### src/rtl/superfrog_pkg.sv
// Shared types and default sizing for the superfrog game-state path.
package superfrog_pkg;

    typedef enum logic [1:0] {
        ATTRACT = 2'b00,
        PLAY    = 2'b01,
        DYING   = 2'b10,
        OVER    = 2'b11
    } game_state_t;

    localparam int HAZ_CNT_DEF      = 6;
    localparam int SCOREW_DEF       = 8;
    localparam int DEATH_FRAMES_DEF = 60;
    localparam int OVER_FRAMES_DEF  = 120;

    function automatic logic is_dead(input game_state_t s);
        return (s == DYING) || (s == OVER);
    endfunction

    function automatic logic is_frozen(input game_state_t s);
        return (s == ATTRACT) || (s == OVER);
    endfunction

endpackage

### src/rtl/game_ctrl_frame_timer.sv
// Frame-counting down-timer: load a value, decrement once per frame pulse, flag when it reaches zero.
module frame_timer #(
    parameter int W = 7
) (
    input  logic         clk,
    input  logic         rst,
    input  logic         load,
    input  logic [W-1:0] load_val,
    input  logic         tick,
    output logic         done
);

    logic [W-1:0] count;

    // Load takes priority so a re-arm on the same frame pulse is never lost.
    always_ff @(posedge clk) begin
        if (rst) begin
            count <= '0;
        end else if (load) begin
            count <= load_val;
        end else if (tick && (count != '0)) begin
            count <= count - 1'b1;
        end
    end

    assign done = (count == '0);

endmodule

### src/rtl/game_ctrl.sv
// Frame-synchronous game-state controller: collision latching, start handling, scoring, death/over timing.
// Optional GAME_CTRL_HISCORE_EN adds a hi_score output updated when a game ends.
module game_ctrl
    import superfrog_pkg::*;
#(
    parameter int HAZ_CNT      = HAZ_CNT_DEF,
    parameter int SCOREW       = SCOREW_DEF,
    parameter int DEATH_FRAMES = DEATH_FRAMES_DEF,
    parameter int OVER_FRAMES  = OVER_FRAMES_DEF
) (
    input  logic                clk_pix,
    input  logic                rst_pix,
    input  logic                frame,
    input  logic                de,
    input  logic                player_px,
    input  logic [HAZ_CNT-1:0]  hazard_px,
    input  logic [HAZ_CNT-1:0]  score_evt,
    input  logic                start,
    output logic [1:0]          state,
    output logic                dead,
    output logic                freeze,
    output logic [SCOREW-1:0]   score,
    output logic [HAZ_CNT-1:0]  hit_mask
`ifdef GAME_CTRL_HISCORE_EN
    ,
    output logic [SCOREW-1:0]   hi_score
`endif
);

    localparam int TMAX = (DEATH_FRAMES > OVER_FRAMES) ? DEATH_FRAMES : OVER_FRAMES;
    localparam int TW   = $clog2(TMAX + 1);
    localparam logic [TW-1:0] DEATH_VAL = TW'(DEATH_FRAMES - 1);
    localparam logic [TW-1:0] OVER_VAL  = TW'(OVER_FRAMES);

    game_state_t        state_q;
    logic               hit_pend;
    logic               start_prev;
    logic               start_pend;
    logic               start_rise;
    logic [HAZ_CNT-1:0] hit_now;
    logic [SCOREW:0]    evt_cnt;
    logic [SCOREW:0]    score_sum;
    logic [SCOREW-1:0]  score_next;
    logic               timer_load;
    logic [TW-1:0]      timer_val;
    logic               timer_done;
    logic               over_entry;

    assign state      = state_q;
    assign start_rise = start && !start_prev;
    assign hit_now    = {HAZ_CNT{de && player_px}} & hazard_px;
    assign over_entry = (state_q == DYING) && frame && timer_done;

    // The DYING count is loaded one short because the entry frame itself is the first of the fall.
    assign timer_load = frame && (((state_q == PLAY) && hit_pend) || over_entry);
    assign timer_val  = (state_q == PLAY) ? DEATH_VAL : OVER_VAL;

    always_comb begin
        evt_cnt = '0;
        for (int i = 0; i < HAZ_CNT; i++) begin
            evt_cnt = evt_cnt + {{SCOREW{1'b0}}, score_evt[i]};
        end
        score_sum  = {1'b0, score} + evt_cnt;
        score_next = score_sum[SCOREW] ? {SCOREW{1'b1}} : score_sum[SCOREW-1:0];
    end

    frame_timer #(
        .W(TW)
    ) u_timer (
        .clk      (clk_pix),
        .rst      (rst_pix),
        .load     (timer_load),
        .load_val (timer_val),
        .tick     (frame),
        .done     (timer_done)
    );

    always_ff @(posedge clk_pix) begin
        if (rst_pix) begin
            state_q    <= ATTRACT;
            dead       <= 1'b0;
            freeze     <= 1'b1;
            score      <= '0;
            hit_mask   <= '0;
            hit_pend   <= 1'b0;
            start_prev <= 1'b0;
            start_pend <= 1'b0;
        end else begin
            start_prev <= start;
            // A press while the game-over hold is still running is thrown away.
            if (start_rise && !((state_q == OVER) && !timer_done)) begin
                start_pend <= 1'b1;
            end
            case (state_q)
                ATTRACT, OVER: begin
                    if (frame && start_pend && ((state_q == ATTRACT) || timer_done)) begin
                        state_q    <= PLAY;
                        dead       <= is_dead(PLAY);
                        freeze     <= is_frozen(PLAY);
                        score      <= '0;
                        hit_mask   <= '0;
                        start_pend <= 1'b0;
                    end
                end
                PLAY: begin
                    score <= score_next;
                    if (frame && hit_pend) begin
                        state_q    <= DYING;
                        dead       <= is_dead(DYING);
                        freeze     <= is_frozen(DYING);
                        hit_pend   <= 1'b0;
                        start_pend <= 1'b0;
                    end else if (|hit_now) begin
                        hit_pend <= 1'b1;
                        hit_mask <= hit_mask | hit_now;
                    end
                end
                DYING: begin
                    if (over_entry) begin
                        state_q    <= OVER;
                        dead       <= is_dead(OVER);
                        freeze     <= is_frozen(OVER);
                        start_pend <= 1'b0;
                    end
                end
                default: begin
                    state_q <= ATTRACT;
                end
            endcase
        end
    end

`ifdef GAME_CTRL_HISCORE_EN
    always_ff @(posedge clk_pix) begin
        if (rst_pix) begin
            hi_score <= '0;
        end else if (over_entry && (score > hi_score)) begin
            hi_score <= score;
        end
    end
`else
    // Without the option only the live score is exported.
`endif

endmodule
### config.mk
export PLATFORM = sky130hd
export DESIGN_NAME = game_ctrl
export DESIGN_NICKNAME = d
export VERILOG_FILES = /design/src/rtl/superfrog_pkg.sv /design/src/rtl/game_ctrl_frame_timer.sv /design/src/rtl/game_ctrl.sv
export SDC_FILE = /design/constraint.sdc
export NUM_CORES = 1
export LEC_CHECK = 0
export BUFFER_PORTS_ARGS = -buffer_cell sky130_fd_sc_hd__clkbuf_2
export CORE_MARGIN = 1
export CORE_UTILIZATION = 40
export CTS_BUF_LIST = sky130_fd_sc_hd__clkbuf_2 sky130_fd_sc_hd__clkbuf_4 sky130_fd_sc_hd__clkbuf_8
export DETAILED_ROUTE_END_ITERATION = 8
export GPL_ROUTABILITY_DRIVEN = 0
export SYNTH_ARGS = -nofsm -noshare
export SYNTH_HDL_FRONTEND = slang
export SYNTH_SLANG_ARGS = --single-unit
export TNS_END_PERCENT = 20
### constraint.sdc
create_clock -name clk_pix -period 3.5 [get_ports clk_pix]
set_clock_uncertainty 0.2 [all_clocks]
set_input_delay 0.35 -clock clk_pix [delete_from_list [all_inputs] [get_ports clk_pix]]
set_output_delay 0.35 -clock clk_pix [all_outputs]
set_load 0.05 [all_outputs]
== Word level (Yosys, flattened, before mapping) ==
Index checks and enable logic that the tools add are counted.

* Flip-flop bits (word level): 28
* Input port bits: 18
* Output and inout port bits: 18
* Word-level logic and storage cells: 82

* $add $sub $neg: 7
* Equality and inequality tests: 8
* Mux-type cells: 27
* Bitwise gates (word level): 2
* Reductions and logical operators: 29

{| class="wikitable"
|+ Operators by type and width
! cell !! number
|-
| $mux 7 || 3
|-
| $mux 6 || 3
|-
| $mux 8 || 2
|-
| $pmux 8 s2 || 1
|-
| $logic_and 1x1->1 || 12
|-
| $pmux 6 s2 || 1
|-
| $mux 1 || 10
|-
| $add 8x6->9 || 1
|-
| $pmux 1 s3 || 3
|-
| $logic_not 7->1 || 1
|-
| $reduce_bool 7->1 || 1
|-
| $sub 7x1->7 const B || 1
|-
| $add 5x1->6 || 1
|-
| $and 6x6->6 || 1
|-
| $mux 2 || 3
|-
| $ne 2x2->1 const B || 3
|-
| $or 6x6->6 || 1
|-
| $pmux 2 s3 || 1
|-
| $reduce_bool 2->1 || 3
|-
| $reduce_or 6->1 || 1
|-
| $add 4x1->5 || 1
|-
| $add 3x1->4 || 1
|-
| $eq 2x2->1 const B || 2
|-
| $ne 2x1->1 const B || 2
|-
| 10 further kinds || 14
|}

== Longest topological paths before layout ==
Gate-level depths: netlist of the first run.

* Depth after elaboration: 8
* Depth in mapped cells: 11
* Gate-level depth less buffers: 11

== Cells and area by module ==
A second synthesis of the first run with hierarchy kept.

* Cell total of the unflattened synthesis: 187
* Area total of the unflattened synthesis: 1669.1 um2

{| class="wikitable"
|+ By module, submodules not included
! module !! instances !! cells each !! area an instance (um2) !! seq. area each (um2)
|-
| game_ctrl || 1 || 139 || 1249.9 || 400.4
|-
| frame_timer || 1 || 48 || 419.2 || 140.1
|}

== Least setup slack after synthesis of the first run ==
No wires, ideal clock.

* Path type: input port to flip-flop
* From: input score_evt[0]
* To: register score[2]
* Data arrival time: 2.640 ns
* Data required time: 3.168 ns
* Setup slack: 0.527 ns
* Stages: 11
* Buffers on the path: 0
* Cell sequence: fa_1 -> inv_1 -> fa_1 -> fa_1 -> inv_1 -> fa_1 -> a21o_1 -> nand2_1 -> nor2_1 -> o21ai_0 -> a21oi_1

* Cells in the longest elaborated chain, start to end: 8

{| class="wikitable"
|+ RTL lines
! element !! RTL line !! source
|-
| start, declared || game_ctrl.sv:17 || <nowiki>input logic [HAZ_CNT-1:0] score_evt,</nowiki>
|-
| $add 1x1->2 || game_ctrl.sv:61 || <nowiki>evt_cnt = evt_cnt + {{SCOREW{1'b0}}, score_evt[i]};</nowiki>
|-
| $add 2x1->3 || game_ctrl.sv:61 ||
|-
| $add 3x1->4 || game_ctrl.sv:61 ||
|-
| $add 4x1->5 || game_ctrl.sv:61 ||
|-
| $add 5x1->6 || game_ctrl.sv:61 ||
|-
| $add 8x6->9 || game_ctrl.sv:63 || <nowiki>score_sum = {1'b0, score} + evt_cnt;</nowiki>
|-
| $mux 8 || game_ctrl.sv:64 || <nowiki>score_next = score_sum[SCOREW] ? {SCOREW{1'b1}} : score_sum[SCOREW-1:0];</nowiki>
|-
| $pmux 8 s2 || game_ctrl.sv:94 || <nowiki>case (state_q)</nowiki>
|-
| end signal, assigned || game_ctrl.sv:106 || <nowiki>score <= score_next;</nowiki>
|-
| end, declared || game_ctrl.sv:22 || <nowiki>output logic [SCOREW-1:0] score,</nowiki>
|}

Every way passes these cells.
A chain may end at the register's enable or synchronous reset.

== Worst setup path in the final report of the first run ==
Same ends and word-level chain as after synthesis.

==> results of run 1 <==
[cell type report]
cell class / count / area share
Timing Repair Buffer: 35 / 0.0939
Clock inverter: 1 / 0.00402
Inverter: 14 / 0.0282
Sequential cell: 27 / 0.290
Clock buffer: 3 / 0.0221
Multi-Input combinational cell: 143 / 0.530
Tap cell: 48 / 0.0322
[worst max-delay path, delay by kind of cell]
family | cells | cell delay, ps
AND/OR/NAND/NOR | 2 | 240
AO/OA/AOI/OAI | 3 | 480
adder cells (fa/ha/maj) | 4 | 1620
buffers and inverters | 3 | 190
[metrics by stage]
stage	std cells	utilization
global placement	267	0.482
global route	271	0.495
finish	271	0.495
CTS	271	0.495
detailed placement	267	0.482
floorplan	189	-
[report_power, final]
group	total [mW]	switching, mW	internal, mW
sequential	0.446	0.0704	0.376
clock	0.183	0.102	0.0809
combinational	0.869	0.558	0.312
[synthesized netlist by cell type, types with 3 or more instances]
cell type,number
sky130_fd_sc_hd__dfxtp_1,27
sky130_fd_sc_hd__nor2b_1,3
sky130_fd_sc_hd__o21ai_0,11
sky130_fd_sc_hd__a21oi_1,22
sky130_fd_sc_hd__nor3_1,3
sky130_fd_sc_hd__ha_1,10
sky130_fd_sc_hd__inv_1,14
sky130_fd_sc_hd__nand2_1,20
sky130_fd_sc_hd__o22ai_1,3
sky130_fd_sc_hd__a31oi_1,5
sky130_fd_sc_hd__nor2_1,17
sky130_fd_sc_hd__fa_1,4
sky130_fd_sc_hd__nand3_1,7
[state kept, by name, indices dropped and copies added, names as in the netlist]
signal and flops:
hit_mask 6, score 8, freeze 1, hit_pend 1, start_prev 1, dead 1
u_timer.count 7, state 1, start_pend 1
[cells in the final DEF (no fill, tap or decap), types with 2 or more instances in the layout]
cell type / n
sky130_fd_sc_hd__a211oi_1: 2
sky130_fd_sc_hd__a21boi_0: 2
sky130_fd_sc_hd__a21o_1: 2
sky130_fd_sc_hd__a21oi_1: 22
sky130_fd_sc_hd__a31oi_1: 5
sky130_fd_sc_hd__and2_1: 2
sky130_fd_sc_hd__and3_1: 2
sky130_fd_sc_hd__clkbuf_2: 35
sky130_fd_sc_hd__clkbuf_8: 3
sky130_fd_sc_hd__dfxtp_1: 27
sky130_fd_sc_hd__fa_1: 4
sky130_fd_sc_hd__ha_1: 10
sky130_fd_sc_hd__inv_1: 14
sky130_fd_sc_hd__nand2_1: 20
sky130_fd_sc_hd__nand3_1: 7
sky130_fd_sc_hd__nor2_1: 17
sky130_fd_sc_hd__nor2b_1: 3
sky130_fd_sc_hd__nor3_1: 3
sky130_fd_sc_hd__nor4b_1: 2
sky130_fd_sc_hd__o21ai_0: 11
sky130_fd_sc_hd__o22ai_1: 3
sky130_fd_sc_hd__or2_2: 2
sky130_fd_sc_hd__xor2_1: 2
[path summary, 6_finish.rpt]
| path | start | slack [ps] | endpoint | cells after the start |
|---|---|---|---|---|
| hold reg to reg | hit_mask[4]$_SDFFE_PP0P_ | 270 | hit_mask[4]$_SDFFE_PP0P_ | 2 |
| setup / recovery | score_evt[0] | 570 | score[2]$_SDFFE_PP0P_ | 12 |
| hold / removal | start | 100 | start_prev$_SDFF_PP0_ | 2 |
| setup reg to reg | score[0]$_SDFFE_PP0P_ | 880 | score[2]$_SDFFE_PP0P_ | 10 |
[kinds of logic (layout without fill, tap and decap cells)]
family	count (synthesis)	after routing	synth area share
fa+ha+maj	14	14	0.127
xor+xnor	3	3	0.0163
flops	27	27	0.335
simple gates	67	67	0.218
compound gates	59	59	0.250
buf+inv	19	53	0.0534
[per-layer routing]
metal / up-vias / track usage
li1: 739 / -
met1: 665 / 0.221
met2: 27 / 0.285
met3: 6 / 0.0313
met4: 0 / 0.0761
met5: - / 0
==> impl_metrics.sql, run 1 <==
INSERT INTO impl_metrics (metric_group, metric, value, unit) VALUES
('status', 'status', 'finished, final reports clean', ''),
('clock_network', 'hold_buf_cts', '0', ''),
('clock_network', 'cts_inserted_buffers', '3', ''),
('sta', 'rsz0062_at_grt', 'false', ''),
('synthesis', 'netlist-cell-type-count', '46', ''),
('sta', 'worstMarginPinSlew', '567', 'ps'),
('placement', 'detailedPlace.worstSlack', '245', 'ps'),
('finish', 'filler_cell_count', '381', ''),
('global_routing', 'grt_start_max_net_pins', '17', ''),
('route', 'detailed_route_via_count', '1437', ''),
('placement', 'dpl-instance-area', '0.00182', 'sq mm'),
('synthesis', 'post_synth_edffs', '0', ''),
('route', 'm1WireLength', '1730', 'um'),
('route', 'top_signal_layer_used', 'met4', ''),
('sta', 'maxClockFrequency', '341', 'MHz'),
('synthesis', 'synthesis.area', '0.00162', 'sq mm'),
('synthesis', 'seq_area_frac_synth', '0.335', ''),
('sta', 'finalHoldViolations', '0', ''),
('clock_network', 'worst_skew_pair.late_latency', '280', 'ps'),
('critical_path', 'timing.critical_path.cells', 'clkbuf_2 > fa_1 > inv_1 > fa_1 > fa_1 > inv_1 > fa_1 > a21o_1 > nand2_1 > nor2_1 > o21ai_0 > a21oi_1', ''),
('job', 'cap_viol_max_count', '0', ''),
('synthesis', 'synth.avg_cell_area', '8.55', 'sq um'),
('synthesis', 'async_set_or_reset_register_ratio_after_synthesis', '0', ''),
('sta', 'timing.final.ws_setup', '568', 'ps'),
('synthesis', 'yosysWarningCount', '0', ''),
('critical_path', 'maximum_net_fanout_on_the_critical_path', '4', ''),
('sta', 'post_route_setup_tns', '0', 'ps'),
('synthesis', 'ff_latch_count_synth', '27', ''),
('route', 'detail_route.wl_per_cell', '12.9', 'um'),
('placement', 'dp_hpwl', '2650', 'um'),
('global_routing', 'grt.total_usage', '0.174', ''),
('pwr', 'power.ir.vdd_worst', '0.501', 'mV'),
('placement', 'port-buffer-count', '35', ''),
('synthesis', 'synthesis.instances', '189', ''),
('finish', 'antenna-diode-count', '0', ''),
('route', 'dr_wl_met3', '108', 'um'),
('floorplanning', 'initial_utilization', '0.428', ''),
('sta', 'final_period_minus_worst_setup_slack', '2930', 'ps'),
('global_routing', 'antenna_found_initial', '0', ''),
('sta', 'setup_viol', '0', ''),
('finish', 'final_net_count', '256', ''),
('pwr', 'power_dens_cells', '803', 'mW/mm^2'),
('synthesis', 'ys_top_cells_by_area', 'sky130_fd_sc_hd__dfxtp_1, sky130_fd_sc_hd__ha_1, sky130_fd_sc_hd__a21oi_1, sky130_fd_sc_hd__fa_1, sky130_fd_sc_hd__nand2_1', ''),
('critical_path', 'worst_path_most_repeated_cell', 'sky130_fd_sc_hd__fa_1', ''),
('route', 'vias_per_cell', '5.30', ''),
('sta', 'finalHoldWorstSlack', '102', 'ps'),
('pwr', 'finalPower', '1.50', 'mW'),
('finish', 'final_area', '0.00187', 'sq mm'),
('clock_network', 'clk_pin_slew_worst_paths', '100', 'ps'),
('global_routing', 'globalRoute.totalOverflow', '0', ''),
('pwr', 'p_leak', '0.806', 'nW'),
('synthesis', 'synth_ff_type', 'sky130_fd_sc_hd__dfxtp_1', ''),
('floorplanning', 'fp.coreArea', '0.00377', 'sq mm'),
('clock_network', 'cts_root_buffer', 'sky130_fd_sc_hd__clkbuf_8', ''),
('route', 'totalWireLength', '3490', 'um'),
('critical_path', 'arr_time_crit_path', '2900', 'ps'),
('route', 'drt_drc_violations_left', '0', ''),
('synthesis', 'post-synth-top-area-cell', 'sky130_fd_sc_hd__dfxtp_1', ''),
('synthesis', 'post-synth-top-area-fraction', '0.335', ''),
('critical_path', 'worst_path_largest_cell_delay', '540', 'ps'),
('finish', 'seq_area', '541', 'sq um'),
('floorplanning', 'row_count', '22', ''),
('sta', 'report.final.slew_viol_count', '0', ''),
('synthesis', 'net_count_after_synthesis', '221', ''),
('route', 'initial_drt_pass_iterations', '4', ''),
('floorplanning', 'io_pins', '36', ''),
('floorplanning', 'die_area', '0.00430', 'sq mm'),
('floorplanning', 'die_width', '65.5', 'um'),
('route', 'drtAntennaViolNets', '0', ''),
('sta', 'slew_headroom', '0.617', ''),
('finish', 'syn2layout_area_growth', '15.5', '%');
No activity file was read; power rests on OpenSTA's default activity.
==> run 2: changes to the inputs <==
==> constraint.sdc (replaced) <==
create_clock -name clk_pix -period 2.6 [get_ports clk_pix]
set_clock_uncertainty 0.2 [all_clocks]
set_input_delay 0.26 -clock clk_pix [delete_from_list [all_inputs] [get_ports clk_pix]]
set_output_delay 0.26 -clock clk_pix [all_outputs]
set_load 0.05 [all_outputs]
==> impl_metrics.sql, run 2 (synthesis results as in run 1) <==
INSERT INTO impl_metrics (metric_group, metric, value, unit) VALUES
('status', 'status', 'complete, but fails checks', ''),
('status', 'violations', 'negative setup slack', ''),
('floorplanning', 'fp.coreArea', '0.00377', 'sq mm'),
('placement', 'dpl-instance-area', '0.00188', 'sq mm'),
('route', 'drt_drc_violations_left', '0', ''),
('pwr', 'power_dens_cells', '1060', 'mW/mm^2'),
('finish', 'drive_above_1_share', '0.284', ''),
('sta', 'final_worst_path_cycle_share', '1.02', ''),
('critical_path', 'capturing_element_type_of_the_critical_path', 'register', ''),
('clock_network', 'clk_pin_slew_worst_paths', '90', 'ps'),
('finish', 'layout_common_cells', 'sky130_fd_sc_hd__clkbuf_2, sky130_fd_sc_hd__dfxtp_1, sky130_fd_sc_hd__a21oi_1, sky130_fd_sc_hd__nand2_1, sky130_fd_sc_hd__nor2_1', ''),
('pwr', 'power.ir.vdd_worst', '0.672', 'mV'),
('floorplanning', 'io_pins', '36', ''),
('sta', 'finalHoldViolations', '0', ''),
('clock_network', 'cts_root_buffer', 'sky130_fd_sc_hd__clkbuf_8', ''),
('route', 'detail_route.wl_per_cell', '12.1', 'um'),
('critical_path', 'maximum_net_fanout_on_the_critical_path', '4', ''),
('route', 'drtAntennaViolNets', '0', ''),
('global_routing', 'grt_pass1_vias', '1263', ''),
('clock_network', 'ctsHtreeMaxLevel', '1', ''),
('floorplanning', 'die_width', '65.5', 'um'),
('finish', 'largest_registers', 'score x8, u_timer.count x7, hit_mask x6', ''),
('finish', 'registers.top_by_ff_count', 'score', ''),
('global_routing', 'grt_start_max_net_pins', '16', ''),
('placement', 'port-buffer-count', '35', ''),
('clock_network', 'worst_skew_pair.late_latency', '270', 'ps'),
('finish', 'final_net_count', '262', ''),
('sta', 'rsz0062_at_grt', 'true', ''),
('floorplanning', 'die_area', '0.00430', 'sq mm'),
('clock_network', 'cts_inserted_buffers', '3', ''),
('finish', 'antenna-diode-count', '0', ''),
('route', 'vias_per_cell', '5.20', ''),
('critical_path', 'worst_ep_required_time', '2570', 'ps'),
('route', 'drtIter0Drc', '51', ''),
('sta', 'slew_headroom', '0.636', ''),
('critical_path', 'worstSetupStartpointType', 'input port', ''),
('clock_network', 'tritoncts', 'built', ''),
('sta', 'worstMarginPinSlew', '539', 'ps'),
('placement', 'dp_hpwl', '2590', 'um'),
('pwr', 'p_leak', '0.840', 'nW'),
('sta', 'timing.final.ws_setup', '-46.2', 'ps'),
('global_routing', 'grt.total_usage', '0.163', ''),
('finish', 'syn2layout_area_growth', '19.7', '%'),
('critical_path', 'worst_setup_path_category', 'in -> reg', ''),
('sta', 'setup_viol', '5', ''),
('sta', 'report.final.slew_viol_count', '0', ''),
('global_routing', 'global_route_wire_length_before_repair', '5500', 'um'),
('job', 'cap_viol_max_count', '0', ''),
('clock_network', 'clock_sink_count', '27', ''),
('global_routing', 'globalRoute.totalOverflow', '0', ''),
('finish', 'layout_commonest_cell', 'sky130_fd_sc_hd__clkbuf_2', ''),
('finish', 'largest_reg_flops', '8', ''),
('clock_network', 'cts.path.max_buffers', '2', ''),
('route', 'initial_drt_pass_iterations', '4', ''),
('floorplanning', 'initial_utilization', '0.428', ''),
('clock_network', 'cts.repair_timing.setup_buffer_count', '0', ''),
('floorplanning', 'row_count', '22', ''),
('sta', 'final_period_minus_worst_setup_slack', '2650', 'ps'),
('worst_hold_path', 'worstHoldPathType', 'in -> reg', ''),
('sta', 'finalHoldWorstSlack', '16.4', 'ps'),
('sta', 'maxClockFrequency', '378', 'MHz'),
('route', 'totalWireLength', '3350', 'um'),
('global_routing', 'antenna_found_initial', '0', ''),
('clock_network', 'hold_buf_cts', '0', ''),
('floorplanning', 'chipHeight', '65.5', 'um'),
('critical_path', 'arr_time_crit_path', '2610', 'ps'),
('finish', 'final_area', '0.00193', 'sq mm'),
('route', 'detailed_route_via_count', '1440', '');
run 2: changes by cell type in the layout (fill, tap and decap cells not counted), sizes merged:
cell / change
clkinvlp: -1
clkinv: +1
buf: +7
clkbuf: -1
run 2: critical path: stages:
cell,delay [ps]
sky130_fd_sc_hd__buf_6,90
sky130_fd_sc_hd__fa_1,520
sky130_fd_sc_hd__inv_1,50
sky130_fd_sc_hd__fa_1,500
sky130_fd_sc_hd__fa_2,210
sky130_fd_sc_hd__inv_2,40
sky130_fd_sc_hd__fa_2,330
sky130_fd_sc_hd__a21o_1,200
sky130_fd_sc_hd__nand2_2,140
sky130_fd_sc_hd__nor2_4,50
sky130_fd_sc_hd__o21ai_1,140
sky130_fd_sc_hd__a21oi_1,80
run 2: layout make-up:
cell class	instances	area [sq um]
inverter	14	52.6
sequential	27	541
timing repair buffer	41	226
fill	363	1840
tap	48	60.1
clock buffer	3	41.3
clock inverter	1	5.00
multi-input combinational	143	1010
run 2: timing repair:
item	in CTS	in global routing
resized for setup	2	2
setup endpoints to repair	7	8
pin swaps	4	1
run 2: per-stage QoR:
step           total power [mW]  worst slack (ps)  utilization  setup TNS (ps)  instances
2_1_floorplan              1.59              -171            -           -1080        189
5_1_grt                    2.23              -167        0.513            -982        277
3_3_place_gp               1.83              -302        0.498           -2260        273
6_report                   2.05             -46.2        0.513            -140        277
3_5_place_dp               1.82              -361        0.498           -2590        273
4_1_cts                    2.07             -57.4        0.510            -184        277
run 2: power breakdown:
group,leakage [nW],total (mW),internal [mW],switching (mW)
Clock,0.0255,0.238,0.107,0.130
Sequential,0.220,0.588,0.506,0.0821
Combinational,0.595,1.23,0.464,0.766
Total,0.840,2.05,1.08,0.978
run 2: path summary, 6_finish.rpt:
| path | from | endpoint | slack (ps) | cells past startpoint |
|---|---|---|---|---|
| setup / recovery | score_evt[0] | score[3]$_SDFFE_PP0P_ | -50 | 12 |
| hold / removal | start | start_prev$_SDFF_PP0_ | 20 | 2 |
| setup reg to reg | score[0]$_SDFFE_PP0P_ | score[3]$_SDFFE_PP0P_ | 150 | 10 |
| hold reg to reg | hit_mask[5]$_SDFFE_PP0P_ | hit_mask[5]$_SDFFE_PP0P_ | 280 | 2 |
run 2: per-layer routing:
metal / track usage / vias up / wire, um
met2: 0.260 / 24 / 1570
li1: - / 749 / -
met4: 0.0245 / 0 / 10
met3: 0.0365 / 2 / 119
met5: 0 / - / 0
met1: 0.226 / 665 / 1660
